**config.mk**
```make
export PLATFORM = sky130hd
export DESIGN_NAME = alu_sequencer
export DESIGN_NICKNAME = d
export VERILOG_FILES = /design/src/rtl/alu_sequencer_pkg.sv /design/src/rtl/alu_sequencer.sv
export SDC_FILE = /design/constraint.sdc
export NUM_CORES = 1
export LEC_CHECK = 0
export ABC_AREA = 1
export CAP_MARGIN = 20
export CORE_MARGIN = 8
export CORE_UTILIZATION = 43
export DETAILED_ROUTE_END_ITERATION = 16
export MAX_ROUTING_LAYER = met4
export PLACE_DENSITY_LB_ADDON = 0.15
export SLEW_MARGIN = 0
export SYNTH_ARGS = -nofsm -noshare
export SYNTH_HDL_FRONTEND = slang
export SYNTH_SLANG_ARGS = --single-unit
```
**constraint.sdc**
```tcl
create_clock -name Clk -period 3.6 [get_ports Clk]
set_input_delay 0.36 -clock Clk [delete_from_list [all_inputs] [get_ports Clk]]
set_output_delay 0.36 -clock Clk [all_outputs]
set_load 0.05 [all_outputs]
```
**src/rtl/alu_sequencer_pkg.sv**
```systemverilog
// Shared definitions for the ALU command sequencer: func codes, decode masks, FSM states.
package alu_sequencer_pkg;

    localparam int unsigned DATA_W      = 32;
    localparam int unsigned FUNC_W      = 4;
    localparam int unsigned SHAMT_W_DEF = 5;

    localparam logic [FUNC_W-1:0] FUNC_ADD = 4'b0000;
    localparam logic [FUNC_W-1:0] FUNC_SUB = 4'b0001;
    localparam logic [FUNC_W-1:0] FUNC_AND = 4'b0010;
    localparam logic [FUNC_W-1:0] FUNC_OR  = 4'b0011;
    localparam logic [FUNC_W-1:0] FUNC_NOT = 4'b0100;
    localparam logic [FUNC_W-1:0] FUNC_SRA = 4'b1000;
    localparam logic [FUNC_W-1:0] FUNC_SLL = 4'b1001;
    localparam logic [FUNC_W-1:0] FUNC_SRL = 4'b1010;
    localparam logic [FUNC_W-1:0] FUNC_ROL = 4'b1100;
    localparam logic [FUNC_W-1:0] FUNC_ROR = 4'b1101;

    // One bit per func code: legal = 0..4, 8, 9, 10, 12, 13; iterative = 8, 9, 10, 12, 13.
    localparam logic [15:0] LEGAL_MASK = 16'h371F;
    localparam logic [15:0] ITER_MASK  = 16'h3700;

    typedef enum logic [1:0] {
        ST_IDLE = 2'd0,
        ST_EXEC = 2'd1,
        ST_DONE = 2'd2
    } state_e;

    function automatic logic func_legal(input logic [FUNC_W-1:0] f);
        return LEGAL_MASK[f];
    endfunction

    function automatic logic func_iter(input logic [FUNC_W-1:0] f);
        return ITER_MASK[f];
    endfunction

endpackage

```
**src/rtl/alu_sequencer.sv**
```systemverilog
// Multi-cycle command front end for a 32-bit combinational ALU; shifts/rotates are
// executed as repeated single-bit ALU operations with the result fed back.
module alu_sequencer
    import alu_sequencer_pkg::*;
#(
    parameter int unsigned SHAMT_W = SHAMT_W_DEF
) (
    input  logic               Clk,
    input  logic               Reset,
    input  logic               cmd_valid,
    output logic               cmd_ready,
    input  logic [FUNC_W-1:0]  cmd_func,
    input  logic [DATA_W-1:0]  cmd_a,
    input  logic [DATA_W-1:0]  cmd_b,
    input  logic [SHAMT_W-1:0] cmd_shamt,
    output logic               rsp_valid,
    input  logic               rsp_ready,
    output logic [DATA_W-1:0]  rsp_out,
    output logic               rsp_zero,
    output logic               rsp_err,
    output logic [DATA_W-1:0]  alu_a,
    output logic [DATA_W-1:0]  alu_b,
    output logic [FUNC_W-1:0]  alu_op,
    input  logic [DATA_W-1:0]  alu_out,
    input  logic               alu_zero
);

    state_e               state_q, state_d;
    logic [DATA_W-1:0]    acc_q, acc_d;
    logic [DATA_W-1:0]    b_q, b_d;
    logic [FUNC_W-1:0]    func_q, func_d;
    logic [SHAMT_W-1:0]   cnt_q, cnt_d;
    logic [DATA_W-1:0]    out_q, out_d;
    logic                 zero_q, zero_d;
    logic                 err_q, err_d;
    logic                 ready_q, ready_d;
    logic                 valid_q, valid_d;

    always_ff @(posedge Clk or posedge Reset) begin
        if (Reset) begin
            state_q <= ST_IDLE;
            acc_q   <= '0;
            b_q     <= '0;
            func_q  <= '0;
            cnt_q   <= '0;
            out_q   <= '0;
            zero_q  <= 1'b0;
            err_q   <= 1'b0;
            ready_q <= 1'b0;
            valid_q <= 1'b0;
        end else begin
            state_q <= state_d;
            acc_q   <= acc_d;
            b_q     <= b_d;
            func_q  <= func_d;
            cnt_q   <= cnt_d;
            out_q   <= out_d;
            zero_q  <= zero_d;
            err_q   <= err_d;
            ready_q <= ready_d;
            valid_q <= valid_d;
        end
    end

    always_comb begin
        state_d = state_q;
        acc_d   = acc_q;
        b_d     = b_q;
        func_d  = func_q;
        cnt_d   = cnt_q;
        out_d   = out_q;
        zero_d  = zero_q;
        err_d   = err_q;

        unique case (state_q)
            ST_IDLE: begin
                if (cmd_valid && ready_q) begin
                    acc_d  = cmd_a;
                    b_d    = cmd_b;
                    func_d = cmd_func;
                    cnt_d  = cmd_shamt;
                    if (!func_legal(cmd_func)) begin
                        state_d = ST_DONE;
                        out_d   = '0;
                        zero_d  = 1'b0;
                        err_d   = 1'b1;
                    end else if (func_iter(cmd_func) && (cmd_shamt == '0)) begin
                        // Zero-count shift completes without touching the ALU.
                        state_d = ST_DONE;
                        out_d   = cmd_a;
                        zero_d  = ~|cmd_a;
                        err_d   = 1'b0;
                    end else begin
                        state_d = ST_EXEC;
                    end
                end
            end
            ST_EXEC: begin
                acc_d = alu_out;
                if (!func_iter(func_q) || (cnt_q == SHAMT_W'(1))) begin
                    state_d = ST_DONE;
                    out_d   = alu_out;
                    zero_d  = alu_zero;
                    err_d   = 1'b0;
                end else begin
                    cnt_d = cnt_q - SHAMT_W'(1);
                end
            end
            ST_DONE: begin
                if (rsp_ready) begin
                    state_d = ST_IDLE;
                end
            end
            default: state_d = ST_IDLE;
        endcase

        ready_d = (state_d == ST_IDLE);
        valid_d = (state_d == ST_DONE);
    end

    assign cmd_ready = ready_q;
    assign rsp_valid = valid_q;
    assign rsp_out   = out_q;
    assign rsp_zero  = zero_q;
    assign rsp_err   = err_q;
    assign alu_a     = acc_q;
    assign alu_b     = b_q;
    assign alu_op    = func_q;

endmodule

```
==> results of run 1 <==
## cell usage after synthesis
library cell	count	area share, %
nor2_1	37	2.7
nand3_1	30	3.0
o21ai_1	14	1.4
buf_4	2	0.30
nand2_2	1	0.12
buf_6	2	0.44
a31oi_1	7	0.86
clkbuf_1	7	0.52
nand2_4	1	0.22
mux2_2	3	0.67
nor2_4	1	0.22
dfrtp_1	111	55
inv_4	1	0.12
inv_2	2	0.15
nand3_2	1	0.20
o211ai_1	23	3.4
o21ai_0	36	3.6
nand3b_1	1	0.15
a21oi_1	4	0.39
o21a_1	1	0.15
inv_1	15	1.1
ha_1	2	0.49
buf_2	21	2.1
nand2_1	306	23
nand4_1	3	0.37
## power breakdown
part	internal, mW	total, mW	switching [mW]
Combinational	1.44	4.57	3.13
Clock	0.609	1.04	0.430
Sequential	1.82	2.17	0.346
## worst paths after layout
check / slack (ps) / start / cells after the start / to
worst max-delay path: 1300 / state_q[1] / 7 / rsp_out[25]
worst max register to register: 1300 / state_q[1] / 7 / rsp_out[25]
worst min-delay path: 480 / alu_b[25] / 2 / alu_b[25]
max in group asynchronous: 2260 / Reset / 3 / alu_a[31]
worst min register to register: 480 / alu_b[25] / 2 / alu_b[25]
min in group asynchronous: 600 / Reset / 2 / alu_b[1]
## logic make-up after synthesis
family,Yosys count
fa+ha+maj,2
compound gates,85
simple gates,381
flops,111
mux,3
buf+inv,50
## final cells by class
type | instances | area share, %
inverter | 18 | 0.957
clock inverter | 4 | 0.924
timing repair buffer | 218 | 28.8
clock buffer | 12 | 3.12
sequential | 111 | 36.6
multi-input combinational | 471 | 27.2
tap | 143 | 2.36
## flip-flops by register name (all words and copies together), names as in the netlist
signal     flops
alu_a         32
rsp_out       32
alu_b         32
alu_op         4
cmd_ready      1
state_q        2
rsp_err        1
cnt_q          5
rsp_valid      1
rsp_zero       1
## per-layer routing
metal  routed length (um)  vias up  global-route usage (%)
li1                     -     2422                       -
met1                 7340     2312                    27.0
met2                 7850      196                    34.2
met3                 1030       12                    5.06
met4                  161        0                    4.96
met5                    0        -                       -
## stage by stage
stage	instance area, um2	std cells	worst slack [ps]	util, %	total power, mW
floorplan	5070	632	309	-	5.20
global placement	7270	961	1160	63.4	6.69
detailed placement	7270	961	1120	63.4	6.78
CTS	7580	977	1300	66.1	7.84
global route	7580	977	1050	66.1	8.22
finish	7580	977	1300	66.1	7.77
## worst max-delay path: stages (launching register included)
cell     delay [ps]
dfrtp_1         420
nor2_1          230
nand3_4         450
nand2_1         280
nand2_4         320
inv_4           340
nand2_1          90
nand2_1          80
==> summary.md, run 1 <==
| Metric | Value |
|---|---|
| Die Y | 125 um |
| Hold_buf cts | 0 |
| Layout cells sized above 1 | around 3.5% |
| Leakage | 3.56 nW |
| Commonest non-fill, non-tap cell in the layout | nand2_1 |
| Vias in the first global route | ~5100 |
| Actual slew at the worst max-slew pin | between 900 and 1000 ps |
| RSZ-0062 raised after global routing | false |
| Setup bufs post-CTS | 0 |
| Synth Area in XOR/XNOR | 0% |
| WL/cell | 16.8 um |
| Grt ovf | 0 |
| Clock Path Buffers | 2 |
| Relative slew margins | 39.1% |
| Critical path type | flop to flop |
| Compound-Gate Fraction of Synth Area | under 10% |
| CTS sink count | 111 |
| Fillers | 989 |
| Worst hold path type | flop to flop |
| Buffers on Ports | around 210 |
| Vias per cell | a little over 5 |
| Worst-path maximum fanout | 46 |
| Clk_skew | around 9 ps |
| Layout area overhead | 49.5% |
| Fin. max-slew vios | 0 |
| Fmax | ~0.43 GHz |
| Worst Path Arrival | 2580 ps |
| Hold_ws | around 480 ps |
| Setup TNS | 0 ps |
| Nets@finish | around 940 |
| Gr usage total | roughly 21% |
| CP Data Required Time | between 3000 and 4000 ps |
| First-pass GRT wire length | 26500 um |
| Sequential fraction of the synthesis area | a little over half |
| #FFs+latches synth | between 100 and 150 |
| Clock latency at the later pin of the worst-skew pair | about 330 ps |
| Adder-cell area share of the yosys netlist | 0.493% |
| Final GP Congestion | ~0.85 |
| # DRC | 0 |
| Clk root buf | clkbuf_16 |
| Syn. warnings | 0 |
| Worst vdd ir | between 0.0007 and 0.0008 V |
| CTS H-tree depth | 3 |
| Die span in x | 125 um |
| HPWL after DPL | between 10000 and 15000 um |
| Detailed Route Iter0 Violations | 337 |
| Final Hold Viols | 0 |
| Total core area | between 10000 and 15000 um2 |
| Post-Synthesis Cells | 632 |
| Reg area | 2780 um2 |
| Final WL | 16400 um |
| Netlist cell types | 25 |
| CP startpoint kind | flop |
| Cts bufs inserted | 9 |
| Status | finished clean |
| Ant diodes | 0 |
| CP Capture Type | flop |
| Via count | just under 5000 |
| Simple-gate share of the synthesized area | between 20 and 30% |
| Largest net degree at the start of global routing | 73 |
| Syn nets | approximately 740 |
| Antenna Violating Nets Remaining | 0 |
| Clock Pin Slew Worst Setup and Hold Paths | 70 ps |
| Footprint of the multi-input gates | 2060 um2 |
| TritonCTS clock tree | done |
| Mean Syn Cell Area | between 8 and 9 um2 |
| Mux share of post-synthesis cell area | 0.666% |
| Setup violators final | 0 |
| Period minus WS final | 2300 ps |
| Max Cap Viol | 0 |
| Post-synthesis instance area | approximately 5100 um2 |
| Initial Util | roughly 44% |
| Drt first pass iters | 5 |
| Num rows | 39 |
| Initial antenna violation count | 0 |
| Main combinational cell family by area after synthesis | simple AND/OR/NAND/NOR gates |
| Die area | 15500 um2 |
| Io pins | about 210 |
| Commonest non-fill, non-tap cells in the layout | nand2_1 (306), clkdlybuf4s50_1 (213), dfrtp_1 (111) |
| CTS resizes | 0 |
| Tcrit/Tclk final | 64.0% |
| Power Dens Cells | approximately 1000 nW/um2 |
(Power assumes the default switching activity.)
==> inputs of run 2 (changes only) <==
==> constraint.sdc (replaced) <==
create_clock -name Clk -period 2.25 [get_ports Clk]
set_input_delay 0.225 -clock Clk [delete_from_list [all_inputs] [get_ports Clk]]
set_output_delay 0.225 -clock Clk [all_outputs]
set_load 0.05 [all_outputs]
==> run 2 against run 1 <==
- die area stayed put
- combinational power rose by 61%
- count of clock-buffer cells in the layout did not move
- final cell count rose by 0.82%
- largest power group unchanged
- utilization up 0.51 points
- critical path type is now flop to primary output
- sequential power is 59% higher
- register-to-register slack worse by 810 ps
- critical path depth shrank 6
- clock power up 50%
- largest cell class unchanged
- via count shrank 0.28%
==> summary.md, run 2 (synthesized netlist as in run 1, its figures left out) <==
| Metric | Value |
|---|---|
| Final GP Congestion | 0.852 (about the same) |
| Num rows | 39 (unchanged) |
| Fillers | 939 (-5.1%) |
| Clk root buf | clkbuf_16 |
| Final WL | 15800 um (-3.4%) |
| Ant diodes | 0 (unchanged) |
| Layout cells sized above 1 | 4.51% (+1.0 points) |
| Switch share | 50.2% (about the same) |
| Grt ovf | 0 (unchanged) |
| Worst Path Arrival | 1590 ps (-990 ps) |
| Detailed Route Iter0 Violations | 320 (-5.0%) |
| CP startpoint kind | flop |
| Worst hold path type | primary input to asynchronous set/reset pin |
| Placed cell count | 969 (+0.83%) |
| RSZ-0062 raised after global routing | false |
| Clk_skew | 11.6 ps (+2.82 ps) |
| Slack of the worst reg-to-reg path | 490 ps (-810 ps) |
| Largest net degree at the start of global routing | 89 (+22%) |
| Relative slew margins | 61.3% (+22 points) |
| TritonCTS clock tree | done |
| Clock Pin Slew Worst Setup and Hold Paths | 70 ps (about the same) |
| Antenna Violating Nets Remaining | 0 (unchanged) |
| Commonest non-fill, non-tap cells in the layout | nand2_1 (306), clkdlybuf4s50_1 (213), dfrtp_1 (111) |
| Total core area | 11500 um2 (unchanged) |
| Sequential share of power | 27.8% (about the same) |
| Cell Chain, Critical Path | clkdlybuf4s50_1 |
| Slowest Stage Delay on Critical Path | 850 ps (+400 ps) |
| Tcrit/Tclk final | about four fifths |
| WL/cell | 16.1 um (-4.2%) |
| Worst vdd ir | 0.00109 V (+44%) |
| Commonest non-fill, non-tap cell in the layout | nand2_1 |
| Power Dens Cells | 1620 nW/um2 (+58%) |
| Nets@finish | 949 (+0.85%) |
| CP Data Required Time | 2030 ps (-1840 ps) |
| P_int | 6.18 mW (+60%) |
| Final Hold Viols | 0 (unchanged) |
| Die area | 15500 um2 (unchanged) |
| Vias in the first global route | 5190 (+1.2%) |
| Vias per cell | 5.00 (-1.1%) |
| First-pass GRT wire length | 26200 um (-1.0%) |
| Layout area overhead | 50.6% |
| Period minus WS final | between 1500 and 2000 ps |
| Drt first pass iters | 4 (-1) |
| Critical path type | flop to primary output |
| # DRC | 0 (unchanged) |
| Hold_buf cts | 0 (unchanged) |
| Leakage | 3.59 nW (+0.98%) |
| Setup violators final | 0 (unchanged) |
| CTS resizes | 0 (unchanged) |
| Actual slew at the worst max-slew pin | 579 ps (-334 ps) |
| Die span in x | 125 um (unchanged) |
| Via count | 4928 (-0.28%) |
| Setup TNS | 0 ps (unchanged) |
| Slowest CP cell | clkdlybuf4s50_1 |
| Setup bufs post-CTS | 0 (unchanged) |
| Gr usage total | 21.1% (-0.36 points) |
| Clock latency at the later pin of the worst-skew pair | 340 ps (about the same) |
| Final Cell Area | 7640 um2 (+0.78%) |
| Fmax | around 0.55 GHz |
| Clk pwr share | 12.6% (-0.8 points) |
| Fin. max-slew vios | 0 (unchanged) |
| CTS sink count | 111 (unchanged) |
| Non-filler cells, final | 985 (+0.82%) |
| Cts bufs inserted | 9 (unchanged) |
| Switching pwr | 6.22 mW (+59%) |
| Die Y | 125 um (unchanged) |
| Power share of the combinational group | 59.6% (+0.8 points) |
| Buf/Inv on CP | 1 (unchanged) |
| Clock Path Buffers | 2 (unchanged) |
| HPWL after DPL | 12200 um (+1.1%) |
| Max Cap Viol | 0 (unchanged) |
| Buffers on Ports | 213 (unchanged) |
| Initial antenna violation count | 0 (unchanged) |
| Area after DPL | 7350 um2 (+1.0%) |
| Worst-path maximum fanout | 4 (-91%) |
| CP delay by family, top | buffers and inverters |
| CP Capture Type | primary output |
| CTS H-tree depth | 3 (unchanged) |
| Status | finished clean |
| Initial Util | 44.2% (unchanged) |
| Io pins | 214 (unchanged) |
-- run 2: changes by cell type in the layout (fill, tap and decap cells not counted) --
| cell | change |
|---|---|
| clkbuf_8 | +1 |
| bufinv_16 | -1 |
| buf_4 | +7 |
| clkinvlp_4 | +1 |
| inv_4 | -1 |
| clkinv_2 | +1 |
| clkbuf_1 | -1 |
| buf_12 | +1 |
-- run 2: power by group through the flow --
stage / Sequential [mW] / Combinational, mW / Clock, mW
2_1_floorplan: 6.33 / 1.99 / 0
3_3_place_gp: 3.44 / 7.33 / 0
3_5_place_dp: 3.46 / 7.46 / 0
4_1_cts: 3.45 / 7.47 / 1.61
5_1_grt: 3.56 / 7.88 / 1.69
6_report: 3.45 / 7.38 / 1.56
-- run 2: layer usage --
layer	track usage, %	routed length [um]	vias to the layer above
met2	33.8	7510	194
met1	26.0	7140	2286
met5	-	0	-
li1	-	-	2438
met3	5.02	989	10
met4	5.67	179	0
-- run 2: final timing paths --
kind / start / end / depth (start not counted)
min: Reset / alu_b[27] / 3
max in group asynchronous: Reset / rsp_out[24] / 3
min reg2reg: alu_b[15] / alu_b[15] / 2
min in group Clk: cmd_b[5] / alu_b[5] / 3
max reg2reg: cnt_q[1] / rsp_out[24] / 12
max: alu_op[3] / alu_op[3] / 1
-- run 2: per-stage QoR --
stage	worst slack, ps	power (mW)	utilization, %	hold slack [ps]
2_1_floorplan	648	8.32	-	335
3_3_place_gp	448	10.8	64.1	461
4_1_cts	425	12.5	66.6	333
5_1_grt	270	13.1	66.6	364
6_report	437	12.4	66.6	338
3_5_place_dp	404	10.9	64.1	464
-- run 2: area by class of cell --
cell class,instances,area [um2],share of cell area [%]
Multi-Input combinational cell,471,2060,27.0
Timing Repair Buffer,226,2250,29.5
Tap cell,143,179,2.34
Inverter,18,73.8,0.966
Clock buffer,12,246,3.23
Clock inverter,4,45.0,0.590
Sequential cell,111,2780,36.4
